## src/rtl/vthernet_pkg.sv

```systemverilog
// Shared definitions for the vthernet receive path: byte width, RX FSM encoding
// and the slot/length width helpers used by rx_udp, rx_udp_demux and wb_interface.
package vthernet_pkg;

   localparam int unsigned OCT = 8;

   typedef enum logic [1:0] {
      ST_IDLE    = 2'd0,
      ST_RECV    = 2'd1,
      ST_DISCARD = 2'd2
   } rx_state_e;

   // A slot length must be able to hold the full 2^addr_w byte count.
   function automatic int unsigned len_w(input int unsigned addr_w);
      return addr_w + 1;
   endfunction

   function automatic int unsigned mem_addr_w(input int unsigned ch_w, input int unsigned addr_w);
      return ch_w + 1 + addr_w;
   endfunction

endpackage

```

## src/rtl/udp_port_match.sv

```systemverilog
// Priority match of a UDP destination port against the enabled channel ports;
// the lowest matching channel index wins.
module udp_port_match
   import vthernet_pkg::*;
#(
   parameter int unsigned NUM_CH = 4,
   parameter int unsigned CH_W   = $clog2(NUM_CH)
) (
   input  logic [16*NUM_CH-1:0] ch_port,
   input  logic [NUM_CH-1:0]    ch_en,
   input  logic [15:0]          dst_port,
   output logic                 hit,
   output logic [CH_W-1:0]      ch_idx
);

   // Scan from the top so the lowest index is the last to overwrite.
   always_comb begin
      hit    = 1'b0;
      ch_idx = '0;
      for (int i = NUM_CH - 1; i >= 0; i--) begin
         if (ch_en[i] && (ch_port[16*i +: 16] == dst_port)) begin
            hit    = 1'b1;
            ch_idx = CH_W'(i);
         end
      end
   end

endmodule

```

## src/rtl/rx_udp_demux.sv

```systemverilog
// UDP receive demultiplexer: steers payload bytes by destination port into a
// per-channel ping-pong slot pair in SRAM, committing only complete good frames.
module rx_udp_demux
   import vthernet_pkg::*;
#(
   parameter int unsigned NUM_CH = 4,
   parameter int unsigned ADDR_W = 11,
   parameter int unsigned CH_W   = $clog2(NUM_CH)
) (
   input  logic                     RX_CLK,
   input  logic                     rst,
   input  logic [16*NUM_CH-1:0]     ch_port,
   input  logic [NUM_CH-1:0]        ch_en,
   input  logic [15:0]              rx_dst_port,
   input  logic                     rx_udp_data_v,
   input  logic [OCT-1:0]           rx_udp_data,
   input  logic                     rx_udp_err,
   output logic                     mem_we,
   output logic [CH_W+ADDR_W:0]     mem_addr,
   output logic [OCT-1:0]           mem_wdata,
   input  logic [CH_W-1:0]          rd_ch,
   input  logic                     rd_done,
   output logic                     rd_slot,
   output logic [ADDR_W:0]          rd_len,
   output logic [NUM_CH-1:0]        ch_avail,
   output logic [NUM_CH-1:0]        ch_irq,
   output logic [15:0]              drop_cnt
);

   localparam int unsigned LEN_W   = len_w(ADDR_W);
   localparam int unsigned MADDR_W = mem_addr_w(CH_W, ADDR_W);
   localparam logic [LEN_W-1:0] SLOT_BYTES = LEN_W'(2**ADDR_W);

   rx_state_e          state;
   logic [CH_W-1:0]    cur_ch;
   logic               cur_slot;
   logic [LEN_W-1:0]   cnt;
   logic               bad;
   logic               v_q;

   logic [NUM_CH-1:0]  wr_slot_q;
   logic [NUM_CH-1:0]  rd_slot_q;
   logic [1:0]         full_q [NUM_CH];
   logic [LEN_W-1:0]   len_q  [NUM_CH][2];

   logic               hit;
   logic [CH_W-1:0]    match_ch;
   logic [15:0]        drop_next;
   logic               frame_start;

   udp_port_match #(
      .NUM_CH (NUM_CH),
      .CH_W   (CH_W)
   ) u_match (
      .ch_port  (ch_port),
      .ch_en    (ch_en),
      .dst_port (rx_dst_port),
      .hit      (hit),
      .ch_idx   (match_ch)
   );

   // A frame only starts on a rising edge of the valid run, so a run cut by reset is ignored.
   assign frame_start = rx_udp_data_v && !v_q;
   assign drop_next   = (drop_cnt == 16'hFFFF) ? drop_cnt : drop_cnt + 16'd1;

   assign rd_slot = rd_slot_q[rd_ch];
   assign rd_len  = len_q[rd_ch][rd_slot_q[rd_ch]];

   always_comb begin
      ch_avail = '0;
      for (int c = 0; c < NUM_CH; c++) begin
         ch_avail[c] = |full_q[c];
      end
   end

   always_ff @(posedge RX_CLK) begin
      if (rst) begin
         state     <= ST_IDLE;
         cur_ch    <= '0;
         cur_slot  <= 1'b0;
         cnt       <= '0;
         bad       <= 1'b0;
         v_q       <= rx_udp_data_v;
         mem_we    <= 1'b0;
         mem_addr  <= '0;
         mem_wdata <= '0;
         ch_irq    <= '0;
         drop_cnt  <= '0;
         wr_slot_q <= '0;
         rd_slot_q <= '0;
         for (int c = 0; c < NUM_CH; c++) begin
            full_q[c]    <= 2'b00;
            len_q[c][0]  <= '0;
            len_q[c][1]  <= '0;
         end
      end else begin
         v_q    <= rx_udp_data_v;
         mem_we <= 1'b0;
         ch_irq <= '0;

         // Release never collides with a commit: the released slot is full, the committing one is not.
         if (rd_done && (|full_q[rd_ch])) begin
            full_q[rd_ch][rd_slot_q[rd_ch]] <= 1'b0;
            rd_slot_q[rd_ch]                <= ~rd_slot_q[rd_ch];
         end

         case (state)
            ST_IDLE: begin
               if (frame_start) begin
                  if (!hit) begin
                     state <= ST_DISCARD;
                  end else if (full_q[match_ch][wr_slot_q[match_ch]]) begin
                     state    <= ST_DISCARD;
                     drop_cnt <= drop_next;
                  end else begin
                     state     <= ST_RECV;
                     cur_ch    <= match_ch;
                     cur_slot  <= wr_slot_q[match_ch];
                     mem_we    <= 1'b1;
                     mem_addr  <= MADDR_W'({match_ch, wr_slot_q[match_ch], ADDR_W'(0)});
                     mem_wdata <= rx_udp_data;
                     cnt       <= LEN_W'(1);
                     bad       <= rx_udp_err;
                  end
               end
            end

            ST_RECV: begin
               if (rx_udp_data_v) begin
                  bad <= bad | rx_udp_err;
                  if (cnt == SLOT_BYTES) begin
                     state    <= ST_DISCARD;
                     drop_cnt <= drop_next;
                  end else begin
                     mem_we    <= 1'b1;
                     mem_addr  <= MADDR_W'({cur_ch, cur_slot, cnt[ADDR_W-1:0]});
                     mem_wdata <= rx_udp_data;
                     cnt       <= cnt + LEN_W'(1);
                  end
               end else begin
                  state <= ST_IDLE;
                  if (bad) begin
                     drop_cnt <= drop_next;
                  end else begin
                     full_q[cur_ch][cur_slot] <= 1'b1;
                     len_q[cur_ch][cur_slot]  <= cnt;
                     wr_slot_q[cur_ch]        <= ~wr_slot_q[cur_ch];
                     ch_irq[cur_ch]           <= 1'b1;
                  end
               end
            end

            ST_DISCARD: begin
               if (!rx_udp_data_v) begin
                  state <= ST_IDLE;
               end
            end

            default: state <= ST_IDLE;
         endcase
      end
   end

endmodule

```

## config.mk

```make
export PLATFORM = sky130hd
export DESIGN_NAME = rx_udp_demux
export DESIGN_NICKNAME = d
export VERILOG_FILES = /design/src/rtl/vthernet_pkg.sv /design/src/rtl/udp_port_match.sv /design/src/rtl/rx_udp_demux.sv
export SDC_FILE = /design/constraint.sdc
export NUM_CORES = 1
export LEC_CHECK = 0
export BUFFER_PORTS_ARGS = -buffer_cell sky130_fd_sc_hd__clkbuf_2
export CORE_MARGIN = 3
export CORE_UTILIZATION = 57
export CTS_CLUSTER_SIZE = 8
export DETAILED_ROUTE_END_ITERATION = 16
export GPL_ROUTABILITY_DRIVEN = 0
export GPL_TIMING_DRIVEN = 1
export PLACE_DENSITY = 0.81
export SLEW_MARGIN = 20
export SYNTH_ARGS = -nofsm -noshare
export SYNTH_HDL_FRONTEND = slang
export SYNTH_SLANG_ARGS = --single-unit
```

## constraint.sdc

```tcl
create_clock -name RX_CLK -period 4.1 [get_ports RX_CLK]
set_input_delay 0.82 -clock RX_CLK [delete_from_list [all_inputs] [get_ports RX_CLK]]
set_output_delay 0.82 -clock RX_CLK [all_outputs]
set_load 0.05 [all_outputs]
```

== After elaboration in Yosys (flattened, before gate mapping) ==
Memories as Yosys holds them, arrays and structs flattened.
Cells that the tools add are included.
Operators by class
  bitwise gates (word level): 9
  equality and inequality tests: 17
  add/subtract/negate cells: 2
  $lt $le $gt $ge: 13
  reduce and logical (&&, ||, !) cells: 29
  muxes and demuxes: 95
Operator list (count)
  two-way mux 16 bit: 7
  two-way mux 12 bit: 9
  two-way mux 24 bit: 3
  two-way mux 14 bit: 5
  == test 16 bit: 4
  two-way mux 8 bit: 5
  two-way mux 2 bit: 19
  one-hot mux 16 bit (2 select lines): 1
  two-way mux 1 bit: 30
  one-hot mux 14 bit (2 select lines): 1
  one-hot mux 12 bit (2 select lines): 1
  OR reduction 24 bit: 1
  adder 16 x 1 -> 16 bit (second input constant): 1
  == test 16 bit (second input constant): 1
  one-hot mux 8 bit (2 select lines): 1
  inequality test 2 bit (second input constant): 7
  OR reduction 2 bit: 7
  adder 12 x 1 -> 12 bit (second input constant): 1
  demux 12 bit (select 1 bit): 1
  == test 12 bit (second input constant): 1
  AND reduction 6 bit: 2
  logical AND 1 bit: 11
  less-than comparator 2 x 3 -> 1 bit (second input constant): 3
  bitwise mux 4 bit: 2
  other kinds (23): 41
Storage, ports and cells
  word-level logic and storage cells: 180
  register bits: 70
  output and inout bits: 60
  input port bits: 99
  memories kept: 2
  bits in writable memories: 104
Memory list
  len_q: depth 4, bits a word 24, read ports 1, clocked after memory_dff 0, write ports 4, RTL line rx_udp_demux.sv:44  | logic [LEN_W-1:0] len_q [NUM_CH][2];
  full_q: depth 4, bits a word 2, read ports 6, clocked after memory_dff 0, write ports 4, RTL line rx_udp_demux.sv:43  | logic [1:0] full_q [NUM_CH];

== Depth between registers and ports, before layout ==
Gate-level depths: netlist of run 1.
  word-level depth: 14
  mapped depth: 12
  gate-level depth less buffers: 10

== By module ==
A second synthesis of run 1 with hierarchy kept.
Unflattened totals
  cells, all modules: 793
  area total of the unflattened synthesis: 8589.5 um^2
By module, submodules not included
  rx_udp_demux: seq. area each 4444.3 um^2, cells each 698, times used 1, area an instance 7810.0 um^2
  udp_port_match: seq. area each 0.0 um^2, cells each 95, times used 1, area an instance 779.5 um^2

== Worst setup path after synthesis of run 1 ==
No wires, ideal clock.
  path type: input -> output
  from: in rd_ch[0]
  to: out rd_len[0]
  arrival: 2581 ps
  buffers on the path: 2
  required time: 3280 ps
  path slack: 699 ps
  stages on the path: 4
  path through: clkbuf_1 buf_1 mux4_2 mux2_2
Between the ends
  word-level cells in the longest chain between the ends: 6
  elaborated cells on any way between the ends: 7
  those cells by class: 5 x mux; 1 x bitwise; 1 x memory
RTL lines
  from (decl): RTL line rx_udp_demux.sv:21  | input logic [CH_W-1:0] rd_ch,
  binary-select mux 1 bit (select 2 bit): RTL line rx_udp_demux.sv:67  | assign rd_len = len_q[rd_ch][rd_slot_q[rd_ch]];
  two-way mux 1 bit (implied by the code): RTL line rx_udp_demux.sv:67
  NOT 1 -> 2 bit (implied by the code): RTL line rx_udp_demux.sv:67
  two-way mux 12 bit (implied by the code) (*) (3 in a row): RTL line rx_udp_demux.sv:67
  to (decl): RTL line rx_udp_demux.sv:24  | output logic [ADDR_W:0] rd_len,
Every way passes the cells marked *; elsewhere a longest branch is shown, timed or not. The select of a mux whose other input is x is not followed.

== Final worst setup path of run 1 ==
  from: in rx_dst_port[13]
  to: reg drop_cnt[13]
Between the ends
  word-level cells in the longest chain between the ends: 12
  elaborated cells on any way between the ends: 24
  those cells by class: 6 x eq/ne; 12 x mux; 5 x reduce/logical; 1 x memory
RTL lines
  from (decl): RTL line rx_udp_demux.sv:14  | input logic [15:0] rx_dst_port,
  == test 16 bit: RTL line udp_port_match.sv:21  | if (ch_en[i] && (ch_port[16*i +: 16] == dst_port)) begin
  logical AND 1 bit: RTL line udp_port_match.sv:21
  two-way mux 2 bit (4 in a row): RTL line udp_port_match.sv:21
  binary-select mux 1 bit (select 2 bit): RTL line rx_udp_demux.sv:112  | end else if (full_q[match_ch][wr_slot_q[match_ch]]) begin
  two-way mux 1 bit (implied by the code) (3 in a row): RTL line rx_udp_demux.sv:112
  inequality test 2 bit (no line)
  AND reduction 6 bit (no line) (*)
  to (signal assigned): RTL line rx_udp_demux.sv:114  | drop_cnt <= drop_next;
  to (signal assigned): RTL line rx_udp_demux.sv:133  | drop_cnt <= drop_next;
  to (signal assigned): RTL line rx_udp_demux.sv:143  | drop_cnt <= drop_next;
  to (decl): RTL line rx_udp_demux.sv:27  | output logic [15:0] drop_cnt
Marks and branches as above.
A chain may end at the register's enable or synchronous reset.

==> reports/metrics.yaml, run 1 <==
status: "finished clean"
pin_count: 159
netlist_area_um2: 9070
dieArea_um2: 17500
hold_viol_final: 0
relSlewSlack_pct: 52.0
crit_fanout: 31
post_drt_via_cell_ratio: 6.10
clk_pin_slew_ps: 60
whs_ps: 469
start_util_pct: 59.0
synthTopCellsByCount: "edfxtp_1 (96), dfxtp_1 (78), and3_1 (58), clkbuf_1 (56), and2_1 (54)"
port_buffers: 158
drt-total-wl_um: 22800
synth-edff-count: 96
grt_pass1_vias: 6976
syn_nets: 945
critPathBufInv: 2
p_seq_share_pct: 50.5
p_int_uw: 2850
ys_seq_area_share_pct: 49.0
cts_hold_buf: 0
ant_nets: 0
setup_tns_ps: 0
maxCapViolCount: 0
cts_tree: "done"
dpl.hpwl_um: 16000
die_h_um: 132
htree_levels: 4
slew_violations: 0
swShare_pct: 23.9
period_share_pct: 83.8
core_area_um2: 15400
ir_drop_v: 0.000343
worstSetupEndpointType: "flop"
first_iter_violations: 860
antenna_cells: 0
cpMaxStageDelayCell: "or4_1"
design_area_um2: 10600
area_growth_pct: 16.8
netlist.area_leader.share_pct: 31.8
pre_cts_slack_ps: 287
drt_first_pass_iters: 5
rsz0062_at_grt: "false"
cts-root-buf: "clkbuf_16"
placed_cell_area_um2: 10000
synth_most_common_cell: "edfxtp_1"
hp-class: "flop to flop"
path_class: "input pin to flop"
cp_top_family: "compound AO/OA/AOI/OAI gates"
dr_total_vias: 7326
post_cts_buffers: 0
drc: 0
setup_viol: 0
grt_pass1_wl_um: 36500
cts_buffer_depth: 2
pwr-share-clk_pct: 40.3
overflow: 0
finClkSkew_ps: 6.32
clock_sinks: 174
wire_per_inst_um: 19.0
cts_resized: 0
antenna_found_initial: 0
grt_max_degree: 69
ys.flop_type: "edfxtp_1"
die_w_um: 132
setup_ws_ps: 663
async_flop_share_pct: 0
grt_use_total_pct: 26.0
yosys.area.top_type: "edfxtp_1"
syn_avg_cell_area_um2: 10.8
std_cell_rows: 45
cpPeakStageDelay_ps: 540
critPathArrivalTime_ps: 3790
cp_data_required_time_ps: 4450
ys_warn_count: 0
p_comb_share_pct: 9.2
yosysUniqueCellTypes: 71
drive_gt1_share_pct: 27.9
switching_power_uw: 897
crit_path_frequent_cell: "a21oi_1"
cp_cell_sequence: "clkbuf_2, xor2_1, nor4_1, nand3_1, o32a_1, a21oi_1, o211a_1, a211oi_2, buf_4, or4_1, a21oi_1"
fin_crit_ps: 3440
ys_ff_latch: 174
synth_area_leaders: "edfxtp_1 (32%), dfxtp_1 (17%), mux4_2 (6.2%), and3_1 (4.0%), and2_1 (3.7%)"
clock.fmax_ghz: 0.291
worst_pin_slew_ps: 720
start_kind: "input pin"
leakage_uw: 0.00413
nets: 1079
p_per_area_nw_per_um2: 354
numCtsBuffers: 17
synth_cells: 843
insertion_delay_ps: 430
## layout by cell type (no fill, tap or decap), drive strengths merged, types with 8 or more instances in the layout
cell type and count:
or4 11, clkinv 9, xnor2 38, o31ai 9, and2 54, nor3 11, nand4 23, a21oi 49
and3 58, clkbuf 176, nor4 19, inv 12, dfxtp 78, nor2 34, o21a 9, nand3 43
a211oi 8, o211ai 13, mux2 13, buf 23, mux4 25, or2 16, xor2 30, edfxtp 96
nand2 37, o21ai 8
## flip-flops by register name (all words and copies together), names as in the netlist
register and count:
bad 1, ch_irq 4, cnt 12, cur_ch 2
cur_slot 1, drop_cnt 16, full_q 8, len_q 96
mem_addr 14, mem_wdata 8, mem_we 1, rd_slot_q 4
state 2, v_q 1, wr_slot_q 4
## power groups by stage
stage	Clock (uW)	Combinational (uW)	Sequential, uW
floorplan	0	219	1930
global placement	0	339	1930
detailed placement	0	343	1930
CTS	1520	345	1890
global route	1600	370	1900
finish	1510	345	1890
## worst register-to-register path: stages, from the launching register on
cell	delay [ps]
dfxtp_1	460
inv_1	190
ha_1	180
nor4b_1	240
nand3_1	150
nand2_1	210
nor2_1	210
a2111oi_2	430
nand2_2	390
or4_1	590
a21oi_1	160
## routing by layer
layer	routed length (um)	global-route usage, %
met4	307	6.53
met3	1690	5.65
met5	0	0
met2	10900	41.6
met1	9920	36.4
## through the flow
| stage | power (uW) | util [%] | std cells |
|---|---|---|---|
| after floorplan | 2150 | - | 843 |
| after global placement | 2270 | 65.3 | 1169 |
| after detailed placement | 2270 | 65.3 | 1169 |
| after CTS | 3760 | 68.9 | 1201 |
| after global routing | 3860 | 68.9 | 1201 |
| final | 3750 | 68.9 | 1201 |
## area by class of cell
cell class	count	area, um^2
fill	1127	4780
sequential	174	4440
multi-input combinational	591	4320
timing repair buffer	181	976
clock buffer	18	429
tap	211	264
clock inverter	14	120
inverter	12	45.0
## cells by family after synthesis
family | Yosys count | share of synthesized area, %
adders and majority gates | 3 | 0.414
and+or+nand+nor | 340 | 21.6
AOI/OAI and AO/OA | 137 | 10.6
xor gates and xnor gates | 68 | 6.57
buffers and inverters | 78 | 3.42
DFF | 174 | 49.0
muxes | 43 | 8.37
## worst paths after layout
| kind | startpoint | to | slack [ps] | depth (start not counted) |
|---|---|---|---|---|
| worst max-delay path | rx_dst_port[13] | drop_cnt[13] | 660 | 11 |
| worst min register to register | mem_addr[6] | mem_addr[6] | 470 | 2 |
| worst max register to register | cnt[0] | drop_cnt[13] | 820 | 10 |
| worst min-delay path | mem_addr[6] | mem_addr[6] | 470 | 2 |
(Power assumes the default switching activity.)
==> inputs of run 2 (changes only) <==
ABC_AREA = 1   (was default)
clock period = 3.4 ns   (was 4.1 ns; I/O delays follow)
==> run 2 against run 1 <==
Critical path depth fell by 1. Power rose by 26%. Sequential share of layout area fell by 2.3 points. Die area rose by 5.5%. Non-clock buffer count fell by 6. Global-route usage rose by 3.1 points. Largest power group unchanged. Highest routed layer unchanged.
==> reports/metrics.yaml, run 2 <==
status: "finished clean"
start_kind: "input pin"
drt_first_pass_iters: 5
largest_reg_flops: 96
r2r-start: "state[0]"
hp-start: "rx_udp_data_v"
cts_resized: 0
critPathArrivalTime_ps: 2430
leakage_uw: 0.00495
drt-total-wl_um: 26500
overflow: 0
worst_pin_slew_ps: 695
yosys.area.top_type: "edfxtp_1"
cts_hold_buf: 0
synthTopCellsByCount: "nor2_1 (310), nand2_1 (304), inv_1 (127), edfxtp_1 (96), dfxtp_1 (78)"
reg.largest.list: "len_q: 96 flops, drop_cnt: 16 flops, mem_addr: 14 flops"
dr_total_vias: 9321
cp_cell_sequence: "clkbuf_2, inv_1, nand2_1, clkinv_1, a22o_1, nor2_1, buf_4, nor2_1, a31oi_1, clkbuf_2"
dieArea_um2: 18400
mostFrequentLayoutCell: "nor2_1"
hp-class: "input pin to flop"
cts-root-buf: "clkbuf_16"
async_flop_share_pct: 0
cts_tree: "done"
syn_nets: 1412
cp_data_required_time_ps: 2720
core_area_um2: 16200
design_area_um2: 11200
grt_pass1_vias: 8661
placed_cell_area_um2: 10700
clock.fmax_ghz: 0.322
drive_gt1_share_pct: 17.4
synth_area_leaders: "edfxtp_1 (30%), dfxtp_1 (16%), nor2_1 (12%), nand2_1 (12%), inv_1 (5.0%)"
nets: 1556
path_class: "input pin to output port"
ys_warn_count: 0
setup_viol: 0
relSlewSlack_pct: 53.5
period_share_pct: 91.4
post_cts_buffers: 0
cpMaxStageDelayCell: "clkbuf_2"
ir_drop_v: 0.000340
cpPeakStageDelay_ps: 340
grt_use_total_pct: 29.1
netlist_area_um2: 9590
clk_pin_slew_ps: 60
pin_count: 159
grt_pass1_wl_um: 42000
std_cell_rows: 46
wire_per_inst_um: 15.8
slew_violations: 0
die_w_um: 136
ys_ff_latch: 174
clock_sinks: 174
area_growth_pct: 16.9
numCtsBuffers: 17
ant_nets: 0
maxCapViolCount: 0
dpl.hpwl_um: 18800
syn_avg_cell_area_um2: 7.32
start_util_pct: 59.3
setup_tns_ps: 0
cts_buffer_depth: 2
ys.flop_type: "edfxtp_1"
worstSetupEndpointType: "output port"
rsz0062_at_grt: "false"
crit_fanout: 24
antenna_cells: 0
insertion_delay_ps: 440
antenna_found_initial: 0
hold_viol_final: 0
synth_most_common_cell: "nor2_1"
final_cell_mix: "nor2_1 (308), nand2_1 (304), clkbuf_2 (150)"
post_drt_via_cell_ratio: 5.54
crit_start: "rd_ch[1]"
first_iter_violations: 993
yosysUniqueCellTypes: 45
ys_seq_area_share_pct: 46.3
netlist.area_leader.share_pct: 30.0
drc: 0
htree_levels: 4
synth-edff-count: 96
regMostFlops: "len_q"
die_h_um: 136
p_per_area_nw_per_um2: 422
grt_max_degree: 49
fin_crit_ps: 3110
critPathBufInv: 5
synth_cells: 1310
port_buffers: 158
cp_top_family: "buffers and inverters"
finClkSkew_ps: 9.80
run 2: cell count changes after synthesis, sizes merged, moves of 25 or more:
cell,before,now
nand2,37,317
and2,54,0
a22oi,0,49
inv,11,143
a21oi,49,22
nor2,34,316
mux4,25,0
and3,58,2
o21ai,8,52
nand3,43,76
xnor2,38,9
run 2: metrics by stage:
step | cells | power (uW) | utilization, % | hold slack (ps) | setup WS [ps]
after global routing | 1683 | 4870 | 69.4 | 428 | 195
after detailed placement | 1651 | 2960 | 66.0 | 444 | 253
after CTS | 1683 | 4730 | 69.4 | 414 | 325
after global placement | 1651 | 2950 | 66.0 | 439 | 310
final | 1683 | 4730 | 69.4 | 421 | 291
after floorplan | 1310 | 2740 | - | 426 | 1.13
run 2: path summary, 6_finish.rpt:
kind | depth (start not counted) | to | slack, ps
worst min register to register | 2 | rd_slot_q[0] | 460
worst max-delay path | 10 | rd_len[0] | 290
worst max register to register | 10 | len_q[1][18] | 730
worst min-delay path | 1 | v_q | 420
run 2: area by class of cell:
cell class	count	area (um^2)
Clock inverter	13	109
Clock buffer	19	433
Fill cell	1316	4950
Sequential cell	174	4440
Timing Repair Buffer	175	1040
Tap cell	216	270
Multi-Input combinational cell	936	4360
Inverter	150	568
run 2: metal layers:
layer,up-vias,track usage (%),wire (um)
met5,-,0,0
met3,81,6.05,2350
met4,0,13.9,1030
met2,480,47.6,12500
met1,4223,37.1,10600
li1,4537,-,-
run 2: power by group:
part	switching (uW)	total (uW)	internal, uW
Sequential	26.7	2300	2270
Combinational	428	629	201
Clock	853	1800	951
run 2: cells by family (layout without fill, tap and decap cells):
family	Yosys count	count (layout)	share of synthesized area, %
simple gates	774	774	34.2
buf+inv	200	357	8.39
flops	174	174	46.3
compound gates	143	143	9.25
xor+xnor	16	16	1.46
fa+ha+maj	3	3	0.391
==> inputs of run 3 (changes only) <==
SYNTH_HIERARCHICAL = 1   (was default)
==> run 3 against run 2 <==
First-iteration DRC count fell by 15%. Worst hold slack improved by 15 ps. Clock power barely moved. Highest routed layer unchanged. Final cell count fell by 6.2%. Critical path depth rose by 13.
==> reports/metrics.yaml, run 3 <==
ys_ff_latch: 174
numCtsBuffers: 17
synth-edff-count: 96
reg.largest.list: "len_q: 96 flops, drop_cnt: 16 flops, mem_addr: 14 flops"
drt-met1-wl_um: 9730
clock_sinks: 174
netlist.area_leader.share_pct: 32.0
post_cts_buffers: 0
setup_viol: 0
antenna_found_initial: 0
maxCapViolCount: 0
slew_violations: 0
clk_pin_slew_ps: 70
start_kind: "input pin"
dr_wl_met3_um: 1930
path_class: "input pin to flop"
relSlewSlack_pct: 54.2
dpl.hpwl_um: 17300
die_h_um: 132
regMostFlops: "len_q"
leakage_uw: 0.00458
synth_cells: 1197
setup_tns_ps: 0
hp-class: "input pin to flop"
syn_avg_cell_area_um2: 7.53
drt-total-wl_um: 24300
dieArea_um2: 17300
yosysUniqueCellTypes: 39
cts_buffer_depth: 2
yosys.area.top_type: "edfxtp_1"
grt_use_total_pct: 27.9
nets: 1456
fillers: 1251
worstSetupEndpointType: "flop"
p_per_area_nw_per_um2: 439
insertion_delay_ps: 440
drt_first_pass_iters: 6
rsz0062_at_grt: "false"
netlist_area_um2: 9010
hold_depth: 1
wire_per_inst_um: 15.4
layout.cells.non_filler: 1578
wl_met2_um: 12000
finalPower_uw: 4720
synthTopCellsByCount: "nand2_1 (385), nor2_1 (235), edfxtp_1 (96), dfxtp_1 (78), nand3_1 (71)"
whs_endpoint: "v_q"
routed.top_layer: "met4"
first_iter_violations: 845
hold_viol_final: 0
antenna_cells: 0
std_cell_rows: 45
reg2reg_setup_slack_ps: 1040
die_w_um: 132
ant_nets: 0
clock.fmax_ghz: 0.343
final_util_pct: 70.3
hp-start: "rx_udp_data_v"
mostFrequentLayoutCell: "nand2_1"
worst_pin_slew_ps: 685
final_cell_mix: "nand2_1 (385), nor2_1 (235), clkbuf_2 (146)"
synth_most_common_cell: "nand2_1"
grt_max_degree: 47
finClkSkew_ps: 8.19
ys_warn_count: 6
htree_levels: 4
cts_hold_buf: 0
drc: 0
r2r_cells: 9
cp_data_required_time_ps: 3730
timing.rr.end: "len_q[2][7]"
pin_count: 159
cts_resized: 0
ys.flop_type: "edfxtp_1"
period_share_pct: 85.8
placedCellCount: 1546
status: "finished clean"
port_buffers: 158
drive_gt1_share_pct: 18.4
largest_reg_flops: 96
r2r-start: "state[0]"
crit_fanout: 34
area_growth_pct: 19.5
core_area_um2: 15300
grt_pass1_wl_um: 39300
cts_tree: "done"
cts-root-buf: "clkbuf_16"
ir_drop_v: 0.000386
ys_seq_area_share_pct: 49.3
post_drt_via_cell_ratio: 5.41
fin_crit_ps: 2920
synth_area_leaders: "edfxtp_1 (32%), dfxtp_1 (17%), nand2_1 (16%), nor2_1 (9.8%), nand3_1 (3.9%)"
dr_total_vias: 8541
whs_ps: 436
grt_pass1_vias: 8051
syn_nets: 1299
async_flop_share_pct: 0
overflow: 0
critPathArrivalTime_ps: 3250
start_util_pct: 58.8
run 3: cell count changes after synthesis, sizes merged, moves of 8 or more:
cell | before | now
a21oi | 22 | 36
inv | 143 | 78
a22oi | 49 | 12
nand4 | 27 | 14
a221oi | 0 | 12
nor2 | 316 | 244
xor2 | 7 | 22
nand2 | 317 | 393
a31oi | 13 | 0
nor3 | 15 | 7
run 3: kinds of logic (layout without fill, tap and decap cells):
logic type,after synthesis,after routing,share of synthesized area [%]
AOI/OAI and AO/OA,123,123,7.90
xor gates and xnor gates,28,28,2.72
adders and majority gates,3,3,0.417
buffers and inverters,130,300,6.07
DFF,174,174,49.3
and+or+nand+nor,739,739,33.6
run 3: how the worst max path moves through the flow:
stage | cells after the start | slack (ps) | endpoint | from
3_3_place_gp | 20 | 190 | mem_addr[2] | rx_dst_port[5]
4_1_cts | 23 | 530 | cnt[2] | rx_dst_port[15]
6_report | 23 | 480 | cnt[2] | rx_dst_port[15]
5_1_grt | 23 | 110 | mem_wdata[2] | rx_dst_port[5]
3_5_place_dp | 23 | 90 | mem_wdata[3] | rx_dst_port[15]
2_1_floorplan | 7 | -370 | rd_len[10] | rd_ch[1]
run 3: layout make-up:
class | count | area [um^2] | area share [%]
Timing Repair Buffer | 180 | 1150 | 10.7
Multi-Input combinational cell | 893 | 4020 | 37.3
Tap cell | 211 | 264 | 2.45
Inverter | 88 | 330 | 3.07
Clock inverter | 15 | 134 | 1.24
Clock buffer | 17 | 425 | 3.95
Sequential cell | 174 | 4440 | 41.3
run 3: per-stage QoR:
| step | instance area, um^2 | setup WS, ps |
|---|---|---|
| floorplan | 9010 | -371 |
| finish | 10800 | 483 |
| global placement | 10200 | 190 |
| global route | 10800 | 107 |
| detailed placement | 10200 | 91.8 |
| CTS | 10800 | 525 |
run 3: critical path, stage by stage:
cell and delay, ps:
clkbuf_2 100, inv_1 110, nand2_1 90, nand2_1 80, nor2_1 110, nand2_1 80, nor2_2 110, nand2_1 60
nor2_1 90, nand2_1 60, a21oi_2 310, inv_2 120, nand2_1 90, nand3_1 70, nand2_1 90, nand2_1 80
nand2_1 140, nand3_2 160, nand2_2 230, buf_12 220, nand2_1 70, nand2_1 60, nor2_1 40
run 3: report_power, final:
part | switching (uW) | leakage (uW) | internal [uW]
Clock | 871 | 0.000268 | 958
Combinational | 382 | 0.00273 | 203
Sequential | 27.6 | 0.00157 | 2280
Total | 1280 | 0.00458 | 3440
run 3: metal layers:
metal	vias up	GRT usage (%)
met1	3872	35.7
li1	4201	-
met4	0	10.0
met3	62	4.52
met2	406	48.1
met5	-	0
